$ cat config.mk
export PLATFORM = sky130hd
export DESIGN_NAME = pwm_ton_sequencer
export DESIGN_NICKNAME = d
export VERILOG_FILES = /design/src/rtl/pwm_ton_sequencer.sv
export SDC_FILE = /design/constraint.sdc
export NUM_CORES = 1
export LEC_CHECK = 0
export CORE_MARGIN = 1.5
export CORE_UTILIZATION = 45
export DETAILED_ROUTE_END_ITERATION = 10
export PLACE_DENSITY = 0.78
export REMOVE_ABC_BUFFERS = 1
export SYNTH_ARGS = -nofsm -noshare
export SYNTH_HDL_FRONTEND = slang
export SYNTH_SLANG_ARGS = --single-unit
$ cat constraint.sdc
create_clock -name clk -period 2.33 [get_ports clk]
set_input_delay 0.233 -clock clk [delete_from_list [all_inputs] [get_ports clk]]
set_output_delay 0.233 -clock clk [all_outputs]
set_load 0.05 [all_outputs]
$ cat src/rtl/pwm_ton_sequencer.sv
// pwm_ton_sequencer: queues CPU Ton updates and serialises them onto the shared Ton bus with latch strobes
module pwm_ton_sequencer #(
    parameter int NB_CH      = 25,
    parameter int TON_W      = 11,
    parameter int FIFO_DEPTH = 4,
    parameter int SETUP_CYC  = 1,
    parameter int HOLD_CYC   = 1
) (
    input  logic             clk,
    input  logic             reset_n,
    input  logic             req_valid,
    output logic             req_ready,
    input  logic [4:0]       req_ch,
    input  logic [TON_W-1:0] req_ton,
    input  logic             req_en,
    output logic [TON_W-1:0] ton_out,
    output logic [NB_CH-1:0] latch_out,
    output logic [NB_CH-1:0] oe_out,
    output logic             busy,
    output logic             err_ch,
    input  logic             err_clr
);
    localparam int AW = $clog2(FIFO_DEPTH);
    localparam int CW = 8;

    typedef enum logic [1:0] {IDLE, SETUP, STROBE, HOLD} state_t;

    state_t           state, state_nx;
    logic [CW-1:0]    cnt, cnt_nx;
    logic [4:0]       mem_ch  [FIFO_DEPTH];
    logic [TON_W-1:0] mem_ton [FIFO_DEPTH];
    logic             mem_en  [FIFO_DEPTH];
    logic [AW-1:0]    wr_ptr, rd_ptr;
    logic [AW:0]      count;
    logic [4:0]       cur_ch;
    logic             cur_en;
    logic             fifo_empty, accept, ch_bad, push, pop, to_strobe;
    logic [NB_CH-1:0] sel;

    assign fifo_empty = count == '0;
    assign req_ready  = count != (AW+1)'(FIFO_DEPTH);
    assign accept     = req_valid && req_ready;
    assign ch_bad     = req_ch >= 5'(NB_CH) && req_ch != 5'h1F;
    assign push       = accept && !ch_bad;
    assign busy       = state != IDLE || !fifo_empty;
    assign sel        = cur_ch == 5'h1F ? '1 : NB_CH'(1) << cur_ch;

    // next-state: pop when idle or when a hold window expires, count down setup/hold windows
    always_comb begin
        state_nx  = state;
        cnt_nx    = cnt;
        pop       = 1'b0;
        to_strobe = 1'b0;
        case (state)
            IDLE: if (!fifo_empty) begin
                pop      = 1'b1;
                state_nx = SETUP;
                cnt_nx   = CW'(SETUP_CYC - 1);
            end
            SETUP: if (cnt == '0) begin
                state_nx  = STROBE;
                to_strobe = 1'b1;
            end else cnt_nx = cnt - CW'(1);
            STROBE: begin
                state_nx = HOLD;
                cnt_nx   = CW'(HOLD_CYC - 1);
            end
            HOLD: if (cnt == '0) begin
                pop      = !fifo_empty;
                state_nx = fifo_empty ? IDLE : SETUP;
                cnt_nx   = CW'(SETUP_CYC - 1);
            end else cnt_nx = cnt - CW'(1);
            default: state_nx = IDLE;
        endcase
    end

    // FSM state and window counter
    always_ff @(posedge clk) begin
        if (!reset_n) begin
            state <= IDLE;
            cnt   <= '0;
        end else begin
            state <= state_nx;
            cnt   <= cnt_nx;
        end
    end

    // FIFO storage; contents need no reset since pointers and count gate every read
    always_ff @(posedge clk) begin
        if (push) begin
            mem_ch[wr_ptr]  <= req_ch;
            mem_ton[wr_ptr] <= req_ton;
            mem_en[wr_ptr]  <= req_en;
        end
    end

    // FIFO pointers and occupancy; pointers wrap naturally at a power-of-two depth
    always_ff @(posedge clk) begin
        if (!reset_n) begin
            wr_ptr <= '0;
            rd_ptr <= '0;
            count  <= '0;
        end else begin
            wr_ptr <= wr_ptr + AW'(push);
            rd_ptr <= rd_ptr + AW'(pop);
            count  <= count + (AW+1)'(push) - (AW+1)'(pop);
        end
    end

    // Ton bus, strobes, output enables and sticky channel error
    always_ff @(posedge clk) begin
        if (!reset_n) begin
            ton_out   <= '0;
            latch_out <= '0;
            oe_out    <= '0;
            cur_ch    <= '0;
            cur_en    <= 1'b0;
            err_ch    <= 1'b0;
        end else begin
            if (pop) begin
                ton_out <= mem_ton[rd_ptr];
                cur_ch  <= mem_ch[rd_ptr];
                cur_en  <= mem_en[rd_ptr];
            end
            latch_out <= to_strobe ? sel : '0;
            if (to_strobe) oe_out <= cur_en ? (oe_out | sel) : (oe_out & ~sel);
            err_ch <= (accept && ch_bad) ? 1'b1 : err_clr ? 1'b0 : err_ch;
        end
    end
endmodule

; ---- Word level (Yosys, flattened, before mapping)
; Memory sizes are Yosys's and may differ from the RTL's. A register that Yosys moved wholly into a read port is not among the register bits.
; Cells that the tools add are included.
[op_classes]
addsub = 5
magnitude_cmp = 1
n_eq_ne = 10
shifts = 1
n_mux = 20
n_bitwise = 3
reduce_logical = 18
[op_table]
columns = operator, n
row1 = $mux W25, 2
row2 = $pmux W8 S4, 1
row3 = $and A25 B25 Y25, 1
row4 = $not A25 Y25, 1
row5 = $or A25 B25 Y25, 1
row6 = $shl A1 B5 Y25 const A, 1
row7 = $mux W8, 3
row8 = $mux W1, 9
row9 = $logic_not A8 Y1, 1
row10 = $ne A2 B2 Y1 const B, 4
row11 = $pmux W2 S4, 1
row12 = $sub A8 B1 Y8 const B, 1
row13 = $mux W2, 3
row14 = $eq A5 B5 Y1 const B, 1
row15 = $ge A5 B5 Y1 const B, 1
row16 = $logic_not A1 Y1, 5
row17 = $ne A5 B5 Y1 const B, 1
row18 = $add A2 B1 Y2, 2
row19 = $eq A2 B2 Y1 const B, 2
row20 = $logic_and A1 B1 Y1, 4
row21 = $reduce_and A2 Y1, 2
row22 = $reduce_bool A2 Y1, 2
row23 = $add A3 B1 Y3, 1
row24 = $logic_not A3 Y1, 1
row25 = 7 further kinds, 7
[totals]
reg_bits = 68
ramBits = 68
out_inout_bits = 64
mem_count = 3
[memory_table]
columns = name, words, word_bits, read_ports, rd_clocked_by_memory_dff, wr, line
row1 = mem_ton, 4, 11, 1, 1, 1, 31  ; logic [TON_W-1:0] mem_ton [FIFO_DEPTH];
row2 = mem_ch, 4, 5, 1, 1, 1, 30  ; logic [4:0] mem_ch [FIFO_DEPTH];
row3 = mem_en, 4, 1, 1, 1, 1, 32  ; logic mem_en [FIFO_DEPTH];

; ---- Depth between registers and ports, before layout
; Gate-level depths: netlist of the first run.
[logic_depth]
depth_word = 6
ltp_mapped = 12
depth_no_buf = 11

; ---- Worst setup path after synthesis of the first run
; OpenSTA, ideal clock, no wires.
[synth_path]
path_kind = flip-flop to flip-flop
start = register count[1]
end = memory mem_ch[1][0], enable pin
setup_ps = 416
arrival_ps = 2478
required_time_ps = 1914
slack_ps = -564
stages_incl_launch_ff = 5
path_buffers = 0
synth_period_minus_slack_ps = 2894
cell_sequence = dfxtp_1 > nor2_1 > nand2_1 > nand3b_1 > nor3b_1
[synth_between]
elab_chain_len = 5
[synth_lines]
columns = item, line
row1 = start: declaration, 34  ; logic [AW:0] count;
row2 = start signal: assignment, 106  ; count <= count + (AW+1)'(push) - (AW+1)'(pop);
row3 = $ne A3 B3 Y1, 41  ; assign req_ready = count != (AW+1)'(FIFO_DEPTH);
row4 = net req_ready, 12  ; output logic req_ready,
row5 = $logic_and A1 B1 Y1, 42  ; assign accept = req_valid && req_ready;
row6 = $logic_and A1 B1 Y1, 44  ; assign push = accept && !ch_bad;
row7 = $mux W1, 90  ; if (push) begin
row8 = $mux W1 (implied by the code), 91  ; mem_ch[wr_ptr] <= req_ch;
row9 = end: declaration, 30
; The timed path passes the listed nets, and every way through them passes these cells.

; ---- Worst setup path in the final report of the first run
[layout_path]
start = register cnt[0]
end = register count[2]
[layout_between]
elab_chain_len = 4
[layout_lines]
columns = item, line
row1 = start: declaration, 29  ; logic [CW-1:0] cnt, cnt_nx;
row2 = start signal: assignment, 84  ; cnt <= cnt_nx;
row3 = $logic_not A8 Y1, 68  ; HOLD: if (cnt == '0) begin
row4 = $mux W1, 68
row5 = $pmux W1 S2, 54  ; case (state)
row6 = $sub A3 B1 Y3, 106
; No other way between the ends.
; A chain may end at the register's enable or synchronous reset.

==> results of run 1 <==
[power groups by stage]
stage	logic [mW]	clock network [mW]	registers [mW]
global route	3.71	3.06	3.53
CTS	3.39	2.95	3.48
detailed placement	3.32	0	3.53
floorplan	1.84	0	3.88
global placement	3.21	0	3.50
finish	3.41	2.91	3.49
[per-stage QoR]
| step | setup TNS, ns | hold WS [ns] | instance area, µm² | instances |
|---|---|---|---|---|
| CTS | 0 | 0.412 | 7950 | 799 |
| finish | 0 | 0.422 | 7960 | 799 |
| global route | -0.0887 | 0.433 | 7960 | 799 |
| global placement | -0.140 | 0.446 | 7300 | 767 |
| floorplan | -27.70 | 0.332 | 5970 | 479 |
| detailed placement | -0.460 | 0.451 | 7300 | 767 |
[worst max-delay path, delay by kind of cell (launching register included)]
| family | cells | cell delay (ns) |
|---|---|---|
| DFF | 1 | 0.33 |
| and+or+nand+nor | 3 | 0.38 |
| xor gates and xnor gates | 3 | 0.42 |
| buffers and inverters | 1 | 0.06 |
| AOI/OAI and AO/OA | 1 | 0.26 |
| adders and majority gates | 3 | 0.75 |
[cells in the mapped netlist, types with 4 or more instances]
master,n,share of area (%)
a21oi_1,31,2.5
and2_1,7,0.72
and3_1,12,1.2
buf_1,5,0.31
buf_2,10,0.82
clkbuf_1,17,1.0
dfxtp_1,85,28
edfxtp_1,68,33
ha_1,8,1.6
inv_1,11,0.68
mux4_2,17,6.3
nand2_1,27,1.7
nand3_1,25,2.0
nand4_1,23,2.4
nor2_1,37,2.3
nor3_1,11,0.90
o21a_1,4,0.49
o21ai_0,49,4.0
o31ai_1,4,0.49
or3b_1,4,0.57
xnor2_1,12,1.7
[what timing repair did]
action | 4_1_cts | 5_1_grt
hold endpoints to repair | 0 | 0
gates cloned | 0 | 0
setup endpoints to repair | 1 | 2
pin swaps | 2 | 1
resized for setup | 4 | 2
[per-layer routing]
layer  vias to the layer above  global-route usage [%]  wire length [µm]
met5                         -                       0                 0
met4                         0                    7.07               224
met3                        20                    5.61               853
met2                       158                    34.9              6850
met1                      2172                    24.0              5720
li1                       2101                       -                 -
[cell type report]
type                       instances  area (µm²)
timing repair buffer             112        1100
inverter                          12        45.0
fill                            1064        5290
tap                              176         220
multi-input combinational        314        2220
clock buffer                      23         458
clock inverter                     9         170
sequential                       153        3740
[logic make-up (layout without fill, tap and decap cells)]
family | after synthesis | in the layout | share of synthesized area [%]
flip-flops | 153 | 153 | 61.3
XOR/XNOR | 14 | 14 | 2.01
AO/OA/AOI/OAI | 101 | 101 | 9.83
adder cells (fa/ha/maj) | 9 | 9 | 1.97
AND/OR/NAND/NOR | 170 | 170 | 15.1
buffers and inverters | 45 | 156 | 3.03
multiplexers | 20 | 20 | 6.76
[how the worst max path moves through the flow]
stage	startpoint	end	slack, ns	cells after the start
floorplan	cnt[2]$_SDFFE_PN0P_	count[2]$_SDFF_PN0_	-0.71	9
global placement	req_ch[2]	count[2]$_SDFF_PN0_	-0.14	10
detailed placement	req_ch[2]	count[2]$_SDFF_PN0_	-0.31	10
CTS	cnt[0]$_SDFFE_PN0P_	count[2]$_SDFF_PN0_	0.01	11
global route	cnt[0]$_SDFFE_PN0P_	count[2]$_SDFF_PN0_	-0.09	11
finish	cnt[0]$_SDFFE_PN0P_	count[2]$_SDFF_PN0_	0.02	11
==> metrics.md, run 1 <==
| Metric | Value |
|---|---|
| Clock power frac | `between 20% and 30%` |
| CP Data Required Time | `2.64 ns` |
| Leakage power | `~2.7 nW` |
| Core area | `0.0132 mm²` |
| Crit path launch type | `register` |
| Worst stage delay on the critical path | `0.36 ns` |
| Crit path kind | `register to register` |
| Root Buffer Master | `clkbuf_16` |
| GRT overflow | `0` |
| Arr. time, crit path | `about 2.6 ns` |
| NetSw | `3.37 mW` |
| RR Endpoint | `count[2]$_SDFF_PN0_` |
| Final-report hold violation count | `0` |
| Unique masters post-synth | `55` |
| Ys flop type | `dfxtp_1` |
| Sw frac | `34.4%` |
| Pint | `6.43 mW` |
| Site Rows | `42` |
| Total wire length | `13,600 µm` |
| Tot Pwr | `9.80 mW` |
| DR vias | `around 4,500` |
| Clk pin slew, worst setup/hold paths | `0.06 ns` |
| Post-Synthesis Cells | `just over 500` |
| Sequential power share | `35.6%` |
| Antenna-violating nets left | `0` |
| Avg Inst Size Synth | `11.9 µm²` |
| Worst Hold End | `err_ch$_SDFFE_PN0P_` |
| Yosys reg bits | `about 150` |
| Iter 0 DRT Violations | `224` |
| Total Nets Final | `between 600 and 700` |
| Hold_buf cts | `0` |
| Die footprint | `0.0143 mm²` |
| Peak VDD IR | `0.00109 V` |
| Crit Path Max Fanout | `4` |
| Status | `complete, no violations` |
| Gr usage total | `approximately 20%` |
| Worst-case clock buffer depth | `2` |
| DRC | `0` |
| Vias in the first global route | `around 4,500` |
| Seq/Total Area, Yosys | `61.3%` |
| Final Cycle Share | `99.3%` |
| First-pass GRT wire length | `22,400 µm` |
| Cts bufs inserted | `17` |
| Max_cap viols | `0` |
| Unrepaired setup endpoints after global routing | `true` |
| Cells along the critical path | `inv_1, ha_2, nor3b_2, a31o_2, and2_4, xnor2_1, ha_1, fa_2, xnor2_2, xnor2_1, nor2_1` |
| Hold WC Path Type | `primary input to register` |
| Final Skew | `0.00698 ns` |
| Via-per-instance ratio | `5.57` |
| Hold path depth | `4` |
| Worst-Skew Late Latency | `0.42 ns` |
| CTS tree | `done` |
| Slew @ Worst Pin | `approximately 0.8 ns` |
| Pre-Repair DR Iteration Count | `5` |
| Synthesis-to-finish area growth | `30.2%` |
| R2r startpoint | `cnt[0]$_SDFFE_PN0P_` |
| RePlAce Congestion | `0.789` |
| Worst path slowest cell | `fa_2` |
| Slew margin rel. | `47.0%` |
| Highest clock rate | `~430 MHz` |
| YS warnings | `0` |
| Most frequent CP cell | `xnor2_1` |
| Setup bufs post-CTS | `0` |
| Layout cells sized above 1 | `14.4%` |
| Post-synth ARST share | `0%` |
| P per Cell Area | `approximately 1200 mW/mm²` |
| Setup ws final | `roughly 0.016 ns` |
| Starting Density | `between 40% and 50%` |
| Post-route core utilization | `60.1%` |
| Antenna cells | `0` |
| Most frequent cells in the layout | `dfxtp_1, clkdlybuf4s50_1, edfxtp_1, o21ai_0, nor2_1` |
| Final setup vio count | `0` |
| EDFF count, synth | `68` |
| Most common cell after layout, fill and taps aside | `dfxtp_1` |
| Die Ht | `120 µm` |
| Place WS | `-0.312 ns` |
| Cell Area, Synth | `around 0.0061 mm²` |
| Antenna violations before repair | `0` |
| R2R Setup Slk | `0.02 ns` |
| I/O pin cnt | `85` |
| Post-DP HPWL | `slightly above 9000 µm` |
| Slew Limit Fails | `0` |
| Post-route minimum period | `2.31 ns` |
| Clock Sinks | `153` |
| Reg2reg path depth | `11` |
| Crit. End Element | `register` |
| Comb pwr share | `34.7%` |
| Die width | `between 100 and 150 µm` |
| I/O Buffers | `84` |
| Wirelength per Cell | `17.1 µm` |
| Hold_sp | `err_clr` |
| CTS H-tree lvls | `4` |
| Largest net degree at the start of global routing | `27` |
Power figures use the tool's default switching activity.
==> inputs of run 2 (changes only) <==
CTS_BUF_LIST = sky130_fd_sc_hd__clkbuf_8   (was unset)
DONT_BUFFER_PORTS = 1   (was unset)
PLACE_DENSITY = 0.7   (was 0.78)
==> run 2 against run 1 <==
Count of clock-buffer cells in the layout shrank 6. Global-route usage hardly changed. Hold slack worse by 0.29 ns. Critical path type unchanged. Total power shrank 11%. Routed wire length rose by 0.88%. Highest routed layer unchanged. Largest cell class unchanged. Sequential cell count is the same. Clock power shrank 33%. Die area unchanged. Clock skew grew 0.0051 ns. Setup slack improved by 0.045 ns. Combinational power shrank 12%. Critical endpoint unchanged. Register-to-register slack better by 0.04 ns.
==> metrics.md, run 2 (synthesis results as in run 1) <==
| Metric | Value |
|---|---|
| Total wire length | `approximately 14,000 µm` |
| Antenna-violating nets left | `0` |
| Tot Pwr | `8.75 mW` |
| Peak VDD IR | `0.000935 V` |
| Synthesis-to-finish area growth | `15.3%` |
| P per Cell Area | `1240 mW/mm²` |
| CP Data Required Time | `2.66 ns` |
| Slew margin rel. | `41.8%` |
| Layout cells sized above 1 | `17.0%` |
| Die Ht | `120 µm` |
| Site Rows | `between 40 and 50` |
| Post-DP HPWL | `between 8000 and 9000 µm` |
| R2r startpoint | `state[0]$_SDFFE_PN0P_` |
| Crit path launch type | `register` |
| Die footprint | `0.0143 mm²` |
| Highest clock rate | `approximately 440 MHz` |
| Iter 0 DRT Violations | `329` |
| I/O pin cnt | `85` |
| Pre-Repair DR Iteration Count | `5` |
| Final setup vio count | `0` |
| Setup_tns | `0 ns` |
| Hold path depth | `2` |
| Hold WC Path Type | `primary input to register` |
| First-pass GRT wire length | `around 22,000 µm` |
| Antenna violations before repair | `0` |
| Worst hold slack | `0.133 ns` |
| Arr. time, crit path | `roughly 2.6 ns` |
| Placed cell count | `683` |
| Clock Sinks | `153` |
| Worst-case clock buffer depth | `2` |
| Vias in the first global route | `roughly 4,200` |
| Unrepaired setup endpoints after global routing | `true` |
| Slew @ Worst Pin | `0.872 ns` |
| Fillers | `1,140` |
| Most frequent cells in the layout | `dfxtp_1, edfxtp_1, o21ai_0, nor2_1, a21oi_1` |
| Post-route insts no fill | `735` |
| Slew Limit Fails | `0` |
| Max_cap viols | `0` |
| Place WS | `-0.0416 ns` |
| RR Endpoint | `count[2]$_SDFF_PN0_` |
| Setup ws final | `about 0.061 ns` |
| I/O Buffers | `0` |
| Crit Path Max Fanout | `4` |
| Total Nets Final | `around 580` |
| DRC | `0` |
| Antenna cells | `0` |
| Final-report hold violation count | `0` |
| RePlAce Congestion | `0.754` |
| Area of the multi-input gates | `0.00223 mm²` |
| Worst-Skew Late Latency | `0.45 ns` |
| Die width | `120 µm` |
| CTS tree | `done` |
| GRT overflow | `0` |
| Reg2reg path depth | `10` |
| Cts bufs inserted | `17` |
| DR vias | `4,207` |
| Wirelength per Cell | `~19 µm` |
| Most common cell after layout, fill and taps aside | `dfxtp_1` |
| Storage cell area | `0.00375 mm²` |
| Clk pin slew, worst setup/hold paths | `0.07 ns` |
| Root Buffer Master | `clkbuf_8` |
| Crit. End Element | `register` |
| Core area | `between 0.01 and 0.015 mm²` |
| Final Skew | `0.0121 ns` |
| Final Cycle Share | `97.4%` |
| CTS H-tree lvls | `4` |
| Largest net degree at the start of global routing | `45` |
| Post-route minimum period | `about 2.3 ns` |
| Hold_sp | `reset_n` |
| Starting Density | `about 46%` |
| Gr usage total | `a little over 20%` |
| Leakage power | `approximately 2.4 nW` |
| Via-per-instance ratio | `5.72` |
| Setup bufs post-CTS | `0` |
| Crit path kind | `register to register` |
| Status | `complete, no violations` |
| R2R Setup Slk | `0.06 ns` |
## run 2: per-stage QoR
stage | util, % | instance area (µm²)
floorplan | - | 5970
global placement | 48.4 | 6410
detailed placement | 48.4 | 6410
CTS | 53.0 | 7020
global route | 53.2 | 7040
finish | 53.2 | 7040
## run 2: layer usage
| metal | vias to the layer above | global-route usage (%) | share of wire, % |
|---|---|---|---|
| li1 | 1961 | - | - |
| met1 | 2070 | 24.4 | 40 |
| met2 | 155 | 34.2 | 51 |
| met3 | 21 | 6.61 | 7.3 |
| met4 | 0 | 6.32 | 1.6 |
| met5 | - | 0 | 0 |
## run 2: critical path, cell delays in order, from the launching register on
cell and delay [ns]:
dfxtp_1 0.38, inv_1 0.11, ha_1 0.34, nor2_2 0.15, and2_4 0.16, xnor2_1 0.07
ha_2 0.20, fa_2 0.37, xnor2_2 0.20, xnor2_1 0.13, nor2_1 0.05
## run 2: power breakdown
group,switching [mW],internal (mW)
registers,0.654,3.14
clock network,0.914,1.02
logic,1.76,1.25
## run 2: what timing repair did
action                                  4_1_cts  5_1_grt
gates cloned                                  0        0
hold buffers                                 20        0
endpoints found under the hold margin       101        0
gates resized for setup                       2       11
pin swaps                                     0        6
endpoints found under the setup margin        1        3
## run 2: area by class of cell
| cell class | instances | area share, % |
|---|---|---|
| clock buffers | 17 | 3.32 |
| clock inverters | 15 | 2.08 |
| inverters | 12 | 0.639 |
| multi-input cells | 314 | 31.7 |
| flip-flops and latches | 153 | 53.2 |
| well taps | 176 | 3.13 |
| repair buffers | 48 | 5.97 |
## run 2: how the worst max path moves through the flow
stage	start	endpoint	slack, ns	cells after the start
final	state[0]$_SDFFE_PN0P_	count[2]$_SDFF_PN0_	0.06	10
after global routing	state[0]$_SDFFE_PN0P_	count[2]$_SDFF_PN0_	-0.04	10
after CTS	cnt[0]$_SDFFE_PN0P_	count[2]$_SDFF_PN0_	0.01	11
after detailed placement	cnt[0]$_SDFFE_PN0P_	count[2]$_SDFF_PN0_	-0.04	11
after global placement	cnt[0]$_SDFFE_PN0P_	count[2]$_SDFF_PN0_	0.03	11
after floorplan	cnt[2]$_SDFFE_PN0P_	count[2]$_SDFF_PN0_	-0.71	9
